==> config.mk <==
export PLATFORM = sky130hd
export DESIGN_NAME = dco_tune_ctrl
export DESIGN_NICKNAME = d
export VERILOG_FILES = /design/src/rtl/dco_tune_ctrl.sv
export SDC_FILE = /design/constraint.sdc
export NUM_CORES = 1
export LEC_CHECK = 0
export ABC_AREA = 1
export ABC_CLOCK_PERIOD_IN_PS = 1900
export BUFFER_PORTS_ARGS = -buffer_cell sky130_fd_sc_hd__buf_2
export CAP_MARGIN = 20
export CORE_UTILIZATION = 58
export DETAILED_ROUTE_END_ITERATION = 7
export PLACE_DENSITY = 0.79
export RECOVER_POWER = 100
export SYNTH_ARGS = -nofsm -noshare
export SYNTH_HDL_FRONTEND = slang
export SYNTH_SLANG_ARGS = --single-unit
==> constraint.sdc <==
create_clock -name clk -period 1.9 [get_ports clk]
set_input_delay 0.19 -clock clk [delete_from_list [all_inputs] [get_ports clk]]
set_output_delay 0.19 -clock clk [all_outputs]
set_load 0.005 [all_outputs]
==> src/rtl/dco_tune_ctrl.sv <==
// DCO tuning controller: coarse-band acquisition FSM followed by fine tracking of the loop filter output.
// Optional first-order dither of the dropped filter LSBs is enabled by defining DCO_DITHER_EN.
module dco_tune_ctrl #(
    parameter int IN_W        = 8,
    parameter int COARSE_W    = 5,
    parameter int FINE_W      = 6,
    parameter int COARSE_INIT = 16,
    parameter int SETTLE_CYC  = 64,
    parameter int HI_TH       = 192,
    parameter int LO_TH       = 64,
    parameter int LOCK_CYC    = 256,
    parameter int RAIL_CYC    = 128
) (
    input  logic                clk,
    input  logic                rst_n,
    input  logic                en,
    input  logic [IN_W-1:0]     filt_in,
    output logic [COARSE_W-1:0] coarse_out,
    output logic [FINE_W-1:0]   fine_out,
    output logic                locked,
    output logic                coarse_sat,
    output logic [1:0]          state_out
);

    localparam int TMR_W  = $clog2(SETTLE_CYC);
    localparam int LCK_W  = $clog2(LOCK_CYC + 1);
    localparam int RAIL_W = $clog2(RAIL_CYC + 1);

    localparam logic [FINE_W-1:0]   FINE_MID   = {1'b1, {(FINE_W-1){1'b0}}};
    localparam logic [COARSE_W-1:0] COARSE_MAX = {COARSE_W{1'b1}};
    localparam logic [COARSE_W-1:0] COARSE_RST = COARSE_W'(COARSE_INIT);
    localparam logic [IN_W-1:0]     HI_TH_V    = IN_W'(HI_TH);
    localparam logic [IN_W-1:0]     LO_TH_V    = IN_W'(LO_TH);
    localparam logic [TMR_W-1:0]    TMR_LAST   = TMR_W'(SETTLE_CYC - 1);
    localparam logic [LCK_W-1:0]    LOCK_MAX   = LCK_W'(LOCK_CYC);
    localparam logic [LCK_W-1:0]    LOCK_PRE   = LCK_W'(LOCK_CYC - 1);
    localparam logic [RAIL_W-1:0]   RAIL_LAST  = RAIL_W'(RAIL_CYC - 1);

    typedef enum logic [1:0] {
        ST_IDLE   = 2'd0,
        ST_ACQ    = 2'd1,
        ST_TRACK  = 2'd2,
        ST_RELOCK = 2'd3
    } state_t;

    state_t              state_q, state_d;
    logic [COARSE_W-1:0] coarse_q, coarse_d;
    logic [FINE_W-1:0]   fine_q, fine_d;
    logic                locked_q, locked_d;
    logic                sat_q, sat_d;
    logic [TMR_W-1:0]    tmr_q, tmr_d;
    logic [LCK_W-1:0]    lock_cnt_q, lock_cnt_d;
    logic [RAIL_W-1:0]   rail_q, rail_d;
    logic [FINE_W-1:0]   fine_trk_s;
    logic                in_win_s;
    logic                railed_s;
    logic                unused_lsb_s;

`ifdef DCO_DITHER_EN
    logic [2:0]          acc_q, acc_d;
    logic [2:0]          dith_sum_s;
    logic [FINE_W:0]     fine_sum_s;

    // Sigma-delta on the two dropped LSBs; the carry bumps the fine word for one cycle.
    always_comb begin
        dith_sum_s   = {1'b0, acc_q[1:0]} + {1'b0, filt_in[1:0]};
        fine_sum_s   = {1'b0, filt_in[IN_W-1:2]} + {{FINE_W{1'b0}}, dith_sum_s[2]};
        unused_lsb_s = acc_q[2];
        if (fine_sum_s[FINE_W]) begin
            fine_trk_s = {FINE_W{1'b1}};
        end else begin
            fine_trk_s = fine_sum_s[FINE_W-1:0];
        end
    end
`else
    // Plain truncation of the filter word onto the fine tuning range.
    always_comb begin
        fine_trk_s   = filt_in[IN_W-1:2];
        unused_lsb_s = ^filt_in[1:0];
    end
`endif

    assign in_win_s = (filt_in >= LO_TH_V) && (filt_in <= HI_TH_V);
    assign railed_s = (filt_in == {IN_W{1'b0}}) || (filt_in == {IN_W{1'b1}});

    // Next-state and next-output logic for the acquisition/tracking loop.
    always_comb begin
        state_d    = state_q;
        coarse_d   = coarse_q;
        fine_d     = fine_q;
        locked_d   = locked_q;
        sat_d      = sat_q;
        tmr_d      = tmr_q;
        lock_cnt_d = lock_cnt_q;
        rail_d     = rail_q;
`ifdef DCO_DITHER_EN
        acc_d      = 3'd0;
`endif
        if (!en) begin
            state_d    = ST_IDLE;
            coarse_d   = COARSE_RST;
            fine_d     = FINE_MID;
            locked_d   = 1'b0;
            sat_d      = 1'b0;
            tmr_d      = '0;
            lock_cnt_d = '0;
            rail_d     = '0;
        end else begin
            case (state_q)
                ST_IDLE: begin
                    state_d    = ST_ACQ;
                    coarse_d   = COARSE_RST;
                    fine_d     = FINE_MID;
                    locked_d   = 1'b0;
                    sat_d      = 1'b0;
                    tmr_d      = '0;
                    lock_cnt_d = '0;
                    rail_d     = '0;
                end
                ST_ACQ: begin
                    fine_d     = FINE_MID;
                    locked_d   = 1'b0;
                    lock_cnt_d = '0;
                    rail_d     = '0;
                    if (tmr_q == TMR_LAST) begin
                        tmr_d = '0;
                        if (filt_in > HI_TH_V) begin
                            if (coarse_q == COARSE_MAX) begin
                                sat_d = 1'b1;
                            end else begin
                                coarse_d = coarse_q + 1'b1;
                                sat_d    = 1'b0;
                            end
                        end else if (filt_in < LO_TH_V) begin
                            if (coarse_q == {COARSE_W{1'b0}}) begin
                                sat_d = 1'b1;
                            end else begin
                                coarse_d = coarse_q - 1'b1;
                                sat_d    = 1'b0;
                            end
                        end else begin
                            state_d = ST_TRACK;
                            sat_d   = 1'b0;
                        end
                    end else begin
                        tmr_d = tmr_q + 1'b1;
                    end
                end
                ST_TRACK: begin
                    fine_d = fine_trk_s;
                    tmr_d  = '0;
`ifdef DCO_DITHER_EN
                    acc_d  = dith_sum_s;
`endif
                    if (in_win_s) begin
                        if (lock_cnt_q == LOCK_MAX) begin
                            lock_cnt_d = lock_cnt_q;
                        end else begin
                            lock_cnt_d = lock_cnt_q + 1'b1;
                        end
                        locked_d = (lock_cnt_q >= LOCK_PRE);
                    end else begin
                        lock_cnt_d = '0;
                        locked_d   = 1'b0;
                    end
                    // A persistently railed filter means the band is wrong: hand back to acquisition.
                    if (railed_s) begin
                        if (rail_q == RAIL_LAST) begin
                            state_d    = ST_RELOCK;
                            rail_d     = '0;
                            lock_cnt_d = '0;
                            locked_d   = 1'b0;
                            fine_d     = FINE_MID;
`ifdef DCO_DITHER_EN
                            acc_d      = 3'd0;
`endif
                        end else begin
                            rail_d = rail_q + 1'b1;
                        end
                    end else begin
                        rail_d = '0;
                    end
                end
                ST_RELOCK: begin
                    state_d    = ST_ACQ;
                    fine_d     = FINE_MID;
                    locked_d   = 1'b0;
                    tmr_d      = '0;
                    lock_cnt_d = '0;
                    rail_d     = '0;
                end
                default: begin
                    state_d = ST_IDLE;
                end
            endcase
        end
    end

    // State and output registers.
    always_ff @(posedge clk or negedge rst_n) begin
        if (!rst_n) begin
            state_q    <= ST_IDLE;
            coarse_q   <= COARSE_RST;
            fine_q     <= FINE_MID;
            locked_q   <= 1'b0;
            sat_q      <= 1'b0;
            tmr_q      <= '0;
            lock_cnt_q <= '0;
            rail_q     <= '0;
`ifdef DCO_DITHER_EN
            acc_q      <= 3'd0;
`endif
        end else begin
            state_q    <= state_d;
            coarse_q   <= coarse_d;
            fine_q     <= fine_d;
            locked_q   <= locked_d;
            sat_q      <= sat_d;
            tmr_q      <= tmr_d;
            lock_cnt_q <= lock_cnt_d;
            rail_q     <= rail_d;
`ifdef DCO_DITHER_EN
            acc_q      <= acc_d;
`endif
        end
    end

    assign coarse_out = coarse_q;
    assign fine_out   = fine_q;
    assign locked     = locked_q;
    assign coarse_sat = sat_q;
    assign state_out  = state_q;

endmodule

==> results of run 1 <==
-- flip-flops by register name, summed over array words and instances, names as in the netlist --
name and count:
state_out 2, locked 1, coarse_out 5, coarse_sat 1
rail_q 8, tmr_q 6, lock_cnt_q 9, fine_out 6
-- final timing paths --
| check | to | slack, ns |
|---|---|---|
| worst max-delay path | coarse_out[1] | 0.27 |
| worst min-delay path | fine_out[0] | 0.14 |
| worst max register to register | coarse_out[1] | 0.27 |
| worst min register to register | rail_q[0] | 0.46 |
| max in group asynchronous | coarse_sat | 0.69 |
| min in group asynchronous | fine_out[0] | 0.64 |
-- final cells by class --
cell class | count | area, sq um
Tap cell | 48 | 60.1
Fill cell | 335 | 1240
Sequential cell | 38 | 953
Timing Repair Buffer | 27 | 133
Multi-Input combinational cell | 183 | 1080
Clock buffer | 7 | 86.3
Clock inverter | 1 | 5.00
Inverter | 34 | 128
-- synth_stat cells, types with 5 or more instances --
master	instances	area share (%)
sky130_fd_sc_hd__ha_1	14	7.8
sky130_fd_sc_hd__xor2_1	6	2.3
sky130_fd_sc_hd__a21oi_1	6	1.3
sky130_fd_sc_hd__nor2_1	37	6.2
sky130_fd_sc_hd__nand3_1	18	4.0
sky130_fd_sc_hd__dfrtp_1	36	40
sky130_fd_sc_hd__inv_2	5	0.84
sky130_fd_sc_hd__nand2_1	47	7.9
sky130_fd_sc_hd__inv_1	28	4.7
-- metrics by stage --
step           util (%)  instance area [sq um]  std cells  total power, uW
4_1_cts            68.8                   2540        338             2470
5_1_grt            66.3                   2450        338             2590
2_1_floorplan         -                   2240        255             1640
3_5_place_dp       66.0                   2430        329             1890
3_3_place_gp       66.0                   2430        329             1880
6_report           66.3                   2450        338             2390
-- cell families after synthesis --
family	synth area share, %
AND/OR/NAND/NOR	32.4
XOR/XNOR	3.13
adder cells (fa/ha/maj)	8.71
flip-flops	42.5
AO/OA/AOI/OAI	7.48
buffers and inverters	5.75
-- cells in the final DEF (no fill, tap or decap), drive strengths merged, types with 7 or more instances in the layout --
cell	instances
buf	19
nor2	41
clkbuf	14
nand2	55
dfrtp	36
nand3	21
ha	14
o21ai	7
a21oi	11
inv	34
-- what timing repair did --
action / CTS / global route
gates resized for setup: 0 / 0
hold buffers: 1 / 0
endpoints found under the hold margin: 36 / 0
-- worst register-to-register path: stages (launching register included) --
cell	delay [ns]
sky130_fd_sc_hd__dfrtp_1	0.42
sky130_fd_sc_hd__inv_1	0.10
sky130_fd_sc_hd__ha_1	0.20
sky130_fd_sc_hd__nand2_1	0.12
sky130_fd_sc_hd__inv_1	0.16
sky130_fd_sc_hd__a21oi_4	0.22
sky130_fd_sc_hd__nand2_2	0.14
sky130_fd_sc_hd__nand2_1	0.08
sky130_fd_sc_hd__o21ai_0	0.07
-- where the power goes --
| group | switching, uW | internal (uW) | leakage (uW) | total, uW |
|---|---|---|---|---|
| sequential | 128 | 907 | 0.000518 | 1030 |
| clock | 272 | 293 | 0.0000482 | 565 |
| combinational | 473 | 318 | 0.000643 | 791 |
| total | 873 | 1520 | 0.00121 | 2390 |
-- per-layer routing --
layer	global-route usage (%)	vias to the layer above	routed length (um)
met5	0	-	0
met4	5.83	0	43
met3	5.36	6	107
met2	39.4	25	1940
met1	27.6	777	1890
li1	-	881	-
==> flow_metrics.tcl, run 1 <==
set metrics [dict create \
    critPathBufInv 2 \
    clk_root_buffer_cell "sky130_fd_sc_hd__clkbuf_8" \
    worstReg2RegStart "state_out[1]" \
    number_of_clock_sinks_seen_by_cts 38 \
    areaGrowthSynthToFinish_pct 9.10 \
    async_reset_ff_share_pct 100 \
    crit_path_start_kind "flip-flop" \
    final.hold.worst_slack_ns 0.140 \
    rsz0062_at_grt "no" \
    synth_cell_types 39 \
    first_global_vias 1678 \
    worst_pin_slew_ns 0.903 \
    dp_slack_ns 0.219 \
    crit_family "flip-flops" \
    cts.path.max_buffers 2 \
    end_kind "flip-flop" \
    static-leakage-power_uw 0.00121 \
    synth_top_flop_cell "sky130_fd_sc_hd__dfrtp_1" \
    hold_path.startpoint "filt_in[2]" \
    final_net_count 315 \
    diodes 0 \
    grt_antenna_before_repair 0 \
    dp_hpwl_um 2990 \
    pin_count 26 \
    vias_per_cell 5.00 \
    synthesis.area_per_instance_sq_um 8.79 \
    max_clock_freq_ghz 0.612 \
    yosys_reg_bits 38 \
    critical_path_required_ns 2.07 \
    synthCells 255 \
    fin_ws_ns 0.266 \
    placeableCoreArea_sq_um 3690 \
    initial_core_utilization_pct 60.8 \
    fp-row-count 22 \
    die_w_um 64.2 \
    timing_max_transition_violations_final 0 \
    avgRoutedWirePerCell_um 11.8 \
    ys.warnings.count 0 \
    largest_driver_fanout_on_the_critical_path 9 \
    status "complete, no violations" \
    chipHeight_um 64.2 \
    grt_first_pass_wirelength_um 7070 \
    fin_setup_tns_ns 0 \
    ir_drop_v 0.000771 \
    ys_seq_area_share_pct 42.5 \
    timing.critical_path.cells "inv_1, ha_1, nand2_1, inv_1, a21oi_4, nand2_2, nand2_1, o21ai_0" \
    crit_type "reg2reg" \
    final_hold_viol_count 0 \
    r2r.worst_path.cells 8 \
    drtIter0Drc 79 \
    cp_launch_point "state_out[1]" \
    path_clk_slew_ns 0.07 \
    timing.final.crit_share_pct 86.0 \
    global_route_overflow 0 \
    timing.critical_path.slowest_cell_delay_ns 0.42 \
    tritoncts "built" \
    power_density_nw_per_um2 977 \
    htree_num_levels 2 \
    worst_path_slowest_cell "sky130_fd_sc_hd__dfrtp_1" \
    drcViolationCount 0 \
    port_buffer_count 25 \
    crit_path_arrival_time_ns 1.80 \
    drt.antenna.violating_nets 0 \
    timing.slew.headroom_pct 39.8 \
    synth_enable_flop_cells 0 \
    layout-drive-gt1-share_pct 17.2 \
    cap_violations 0 \
    worst_hold_path_type "in2reg" \
    synth_nets 281 \
    clock_skew_ns 0.00261 \
    wl_um 3970 \
    critical_path_cell_count 8 \
    place.gp.congestion 0.830 \
    detailroute.via_count 1689 \
    clk-insertion-delay-late_ns 0.28 \
    postCtsSetupRepairBufs 0 \
    grt_start_max_net_pins 39 \
    dieArea_sq_um 4120 \
    post-route-min-period_ns 1.63 \
    hold_crit_depth 3 \
    setup_viol 0 \
    synth_area_sq_um 2240 \
    dr.pass1.iters 4 \
    numCtsBuffers 5 \
    grt_use_total_pct 22.4 \
]
No activity file was read; power rests on OpenSTA's default activity.
==> run 2: changes to the inputs <==
CORE_ASPECT_RATIO = 1.1   (was default)
==> flow_metrics.tcl, run 2 (synthesis gave the netlist of run 1 again) <==
set metrics [dict create \
    number_of_clock_sinks_seen_by_cts 38 \
    hold_crit_depth 3 \
    clock_skew_ns 0.0124 \
    end_kind "flip-flop" \
    dr.pass1.iters 3 \
    pin_count 26 \
    hold_path.startpoint "filt_in[3]" \
    first_global_vias 1610 \
    timing_max_transition_violations_final 0 \
    power_density_nw_per_um2 1070 \
    ir_drop_v 0.000989 \
    power.share.sequential_pct 38.3 \
    initial_core_utilization_pct 60.9 \
    post_cts_resized 0 \
    drcViolationCount 0 \
    final_net_count 316 \
    timing.final.crit_share_pct 88.3 \
    combinationalPowerShare_pct 30.2 \
    worst_path_slowest_cell "sky130_fd_sc_hd__dfrtp_1" \
    vias_per_cell 5.02 \
    die_w_um 61.3 \
    rsz0062_at_grt "no" \
    power.internal_uw 1800 \
    detailroute.via_count 1711 \
    tritoncts "built" \
    registers.top_by_ff_count "lock_cnt_q" \
    grt_start_max_net_pins 25 \
    power.share.switching_pct 33.3 \
    diodes 0 \
    avgRoutedWirePerCell_um 11.7 \
    numCtsBuffers 5 \
    wl_um 4000 \
    final-seq-area_sq_um 953 \
    power_frac_clock_pct 31.6 \
    dp_hpwl_um 3070 \
    reg_top3 "lock_cnt_q x9, rail_q x8" \
    min_to "fine_out[1]" \
    crit_type "reg2reg" \
    drtIter0Drc 51 \
    place.gp.congestion 0.850 \
    dieArea_sq_um 4120 \
    worst_r2r_endpoint "coarse_out[1]" \
    fillers 325 \
    layout-drive-gt1-share_pct 17.9 \
    final_hold_viol_count 0 \
    cp_launch_point "state_out[1]" \
    static-leakage-power_uw 0.00123 \
    global_route_overflow 0 \
    totalPowerFinal_uw 2700 \
    worst_pin_slew_ns 0.546 \
    fin_setup_tns_ns 0 \
    clk-insertion-delay-late_ns 0.30 \
    placeableCoreArea_sq_um 3680 \
    multi_input_area_sq_um 1090 \
    setup_viol 0 \
    port_buffer_count 25 \
    worst-r2r-setup-slack_ns 0.22 \
    crit_path_start_kind "flip-flop" \
    largest_driver_fanout_on_the_critical_path 9 \
    status "complete, no violations" \
    post-route-min-period_ns 1.68 \
    hold_buffers 1 \
    chipHeight_um 67.2 \
    postCtsSetupRepairBufs 0 \
    clk_root_buffer_cell "sky130_fd_sc_hd__clkbuf_8" \
    worst_hold_path_type "in2reg" \
    r2r.worst_path.cells 8 \
    grt_antenna_before_repair 0 \
    timing.critical_path.cells "inv_1, ha_1, nand2_1, inv_1, a21oi_2, nand2_4, nand2_1, o21ai_1" \
    drt.antenna.violating_nets 0 \
    critPathBufInv 2 \
    grt_use_total_pct 23.1 \
    final_design_area_no_fill_sq_um 2510 \
    dpl_cell_area_sq_um 2440 \
    largest_register_ff_count 9 \
    htree_num_levels 2 \
    switchingPower_uw 898 \
    fp-row-count 23 \
    cts.path.max_buffers 2 \
    critical_path_required_ns 2.09 \
    timing.critical_path.slowest_cell_delay_ns 0.42 \
    cap_violations 0 \
    grt_first_pass_wirelength_um 6920 \
    layout_common_cells "sky130_fd_sc_hd__nand2_1, sky130_fd_sc_hd__nor2_1, sky130_fd_sc_hd__dfrtp_1" \
    worstReg2RegStart "state_out[1]" \
    timing.slew.headroom_pct 63.6 \
    areaGrowthSynthToFinish_pct 12.1 \
    crit_family "flip-flops" \
    layout.cells.most_common "sky130_fd_sc_hd__nand2_1" \
    path_clk_slew_ns 0.08 \
    crit_path_arrival_time_ns 1.86 \
    max_clock_freq_ghz 0.596 \
]
==> run 2: changes by cell type in the layout (fill, tap and decap cells not counted), moves of 2 or more <==
cell / before / now
sky130_fd_sc_hd__o21ai_0: 4 / 2
sky130_fd_sc_hd__a21oi_2: 1 / 3
sky130_fd_sc_hd__bufinv_16: 0 / 2
sky130_fd_sc_hd__o21ai_1: 1 / 3
sky130_fd_sc_hd__nand2_2: 3 / 1
==> run 2: worst register-to-register path: cells and delay by family, from the launching register on <==
family                   cells  cell delay, ns
flip-flops                   1            0.42
buffers and inverters        2            0.27
adder cells (fa/ha/maj)      1            0.20
AO/OA/AOI/OAI                2            0.35
AND/OR/NAND/NOR              3            0.33
==> run 2: power by group through the flow <==
stage	sequential, uW	clock (uW)	combinational [uW]
after global routing	1050	897	943
after detailed placement	1050	0	845
after CTS	1040	869	852
after global placement	1050	0	831
final	1030	851	813
after floorplan	1030	0	605
==> run 2: layout make-up <==
class | instances | share of cell area [%]
clock buffer | 6 | 3.29
clock inverter | 2 | 2.39
inverter | 34 | 5.08
multi-input combinational | 183 | 43.5
sequential | 38 | 37.9
tap | 50 | 2.49
timing repair buffer | 28 | 5.38
==> run 2: layer usage <==
layer,global-route usage [%],part of all wire [%],vias to the layer above,wire length [um]
met5,0,0,-,0
met4,9.66,2.4,0,97
met3,6.13,2.7,8,107
met2,37.4,48,21,1920
met1,28.9,47,798,1870
li1,-,-,884,-
==> run 2: per-stage QoR <==
stage          utilization [%]  instances  setup slack (ns)  hold slack [ns]
2_1_floorplan                -        255             0.420           -0.106
3_3_place_gp              66.4        332             0.272            0.204
3_5_place_dp              66.4        332             0.223            0.207
4_1_cts                   70.5        341             0.274            0.117
5_1_grt                   68.2        341            0.0554            0.126
6_report                  68.2        341             0.223            0.125
==> run 2: how the worst max path moves through the flow <==
stage	endpoint	cells after the start
5_1_grt	coarse_out[3]	8
6_report	coarse_out[1]	8
2_1_floorplan	coarse_out[4]	8
3_5_place_dp	coarse_out[4]	12
3_3_place_gp	coarse_out[4]	12
4_1_cts	coarse_out[1]	8
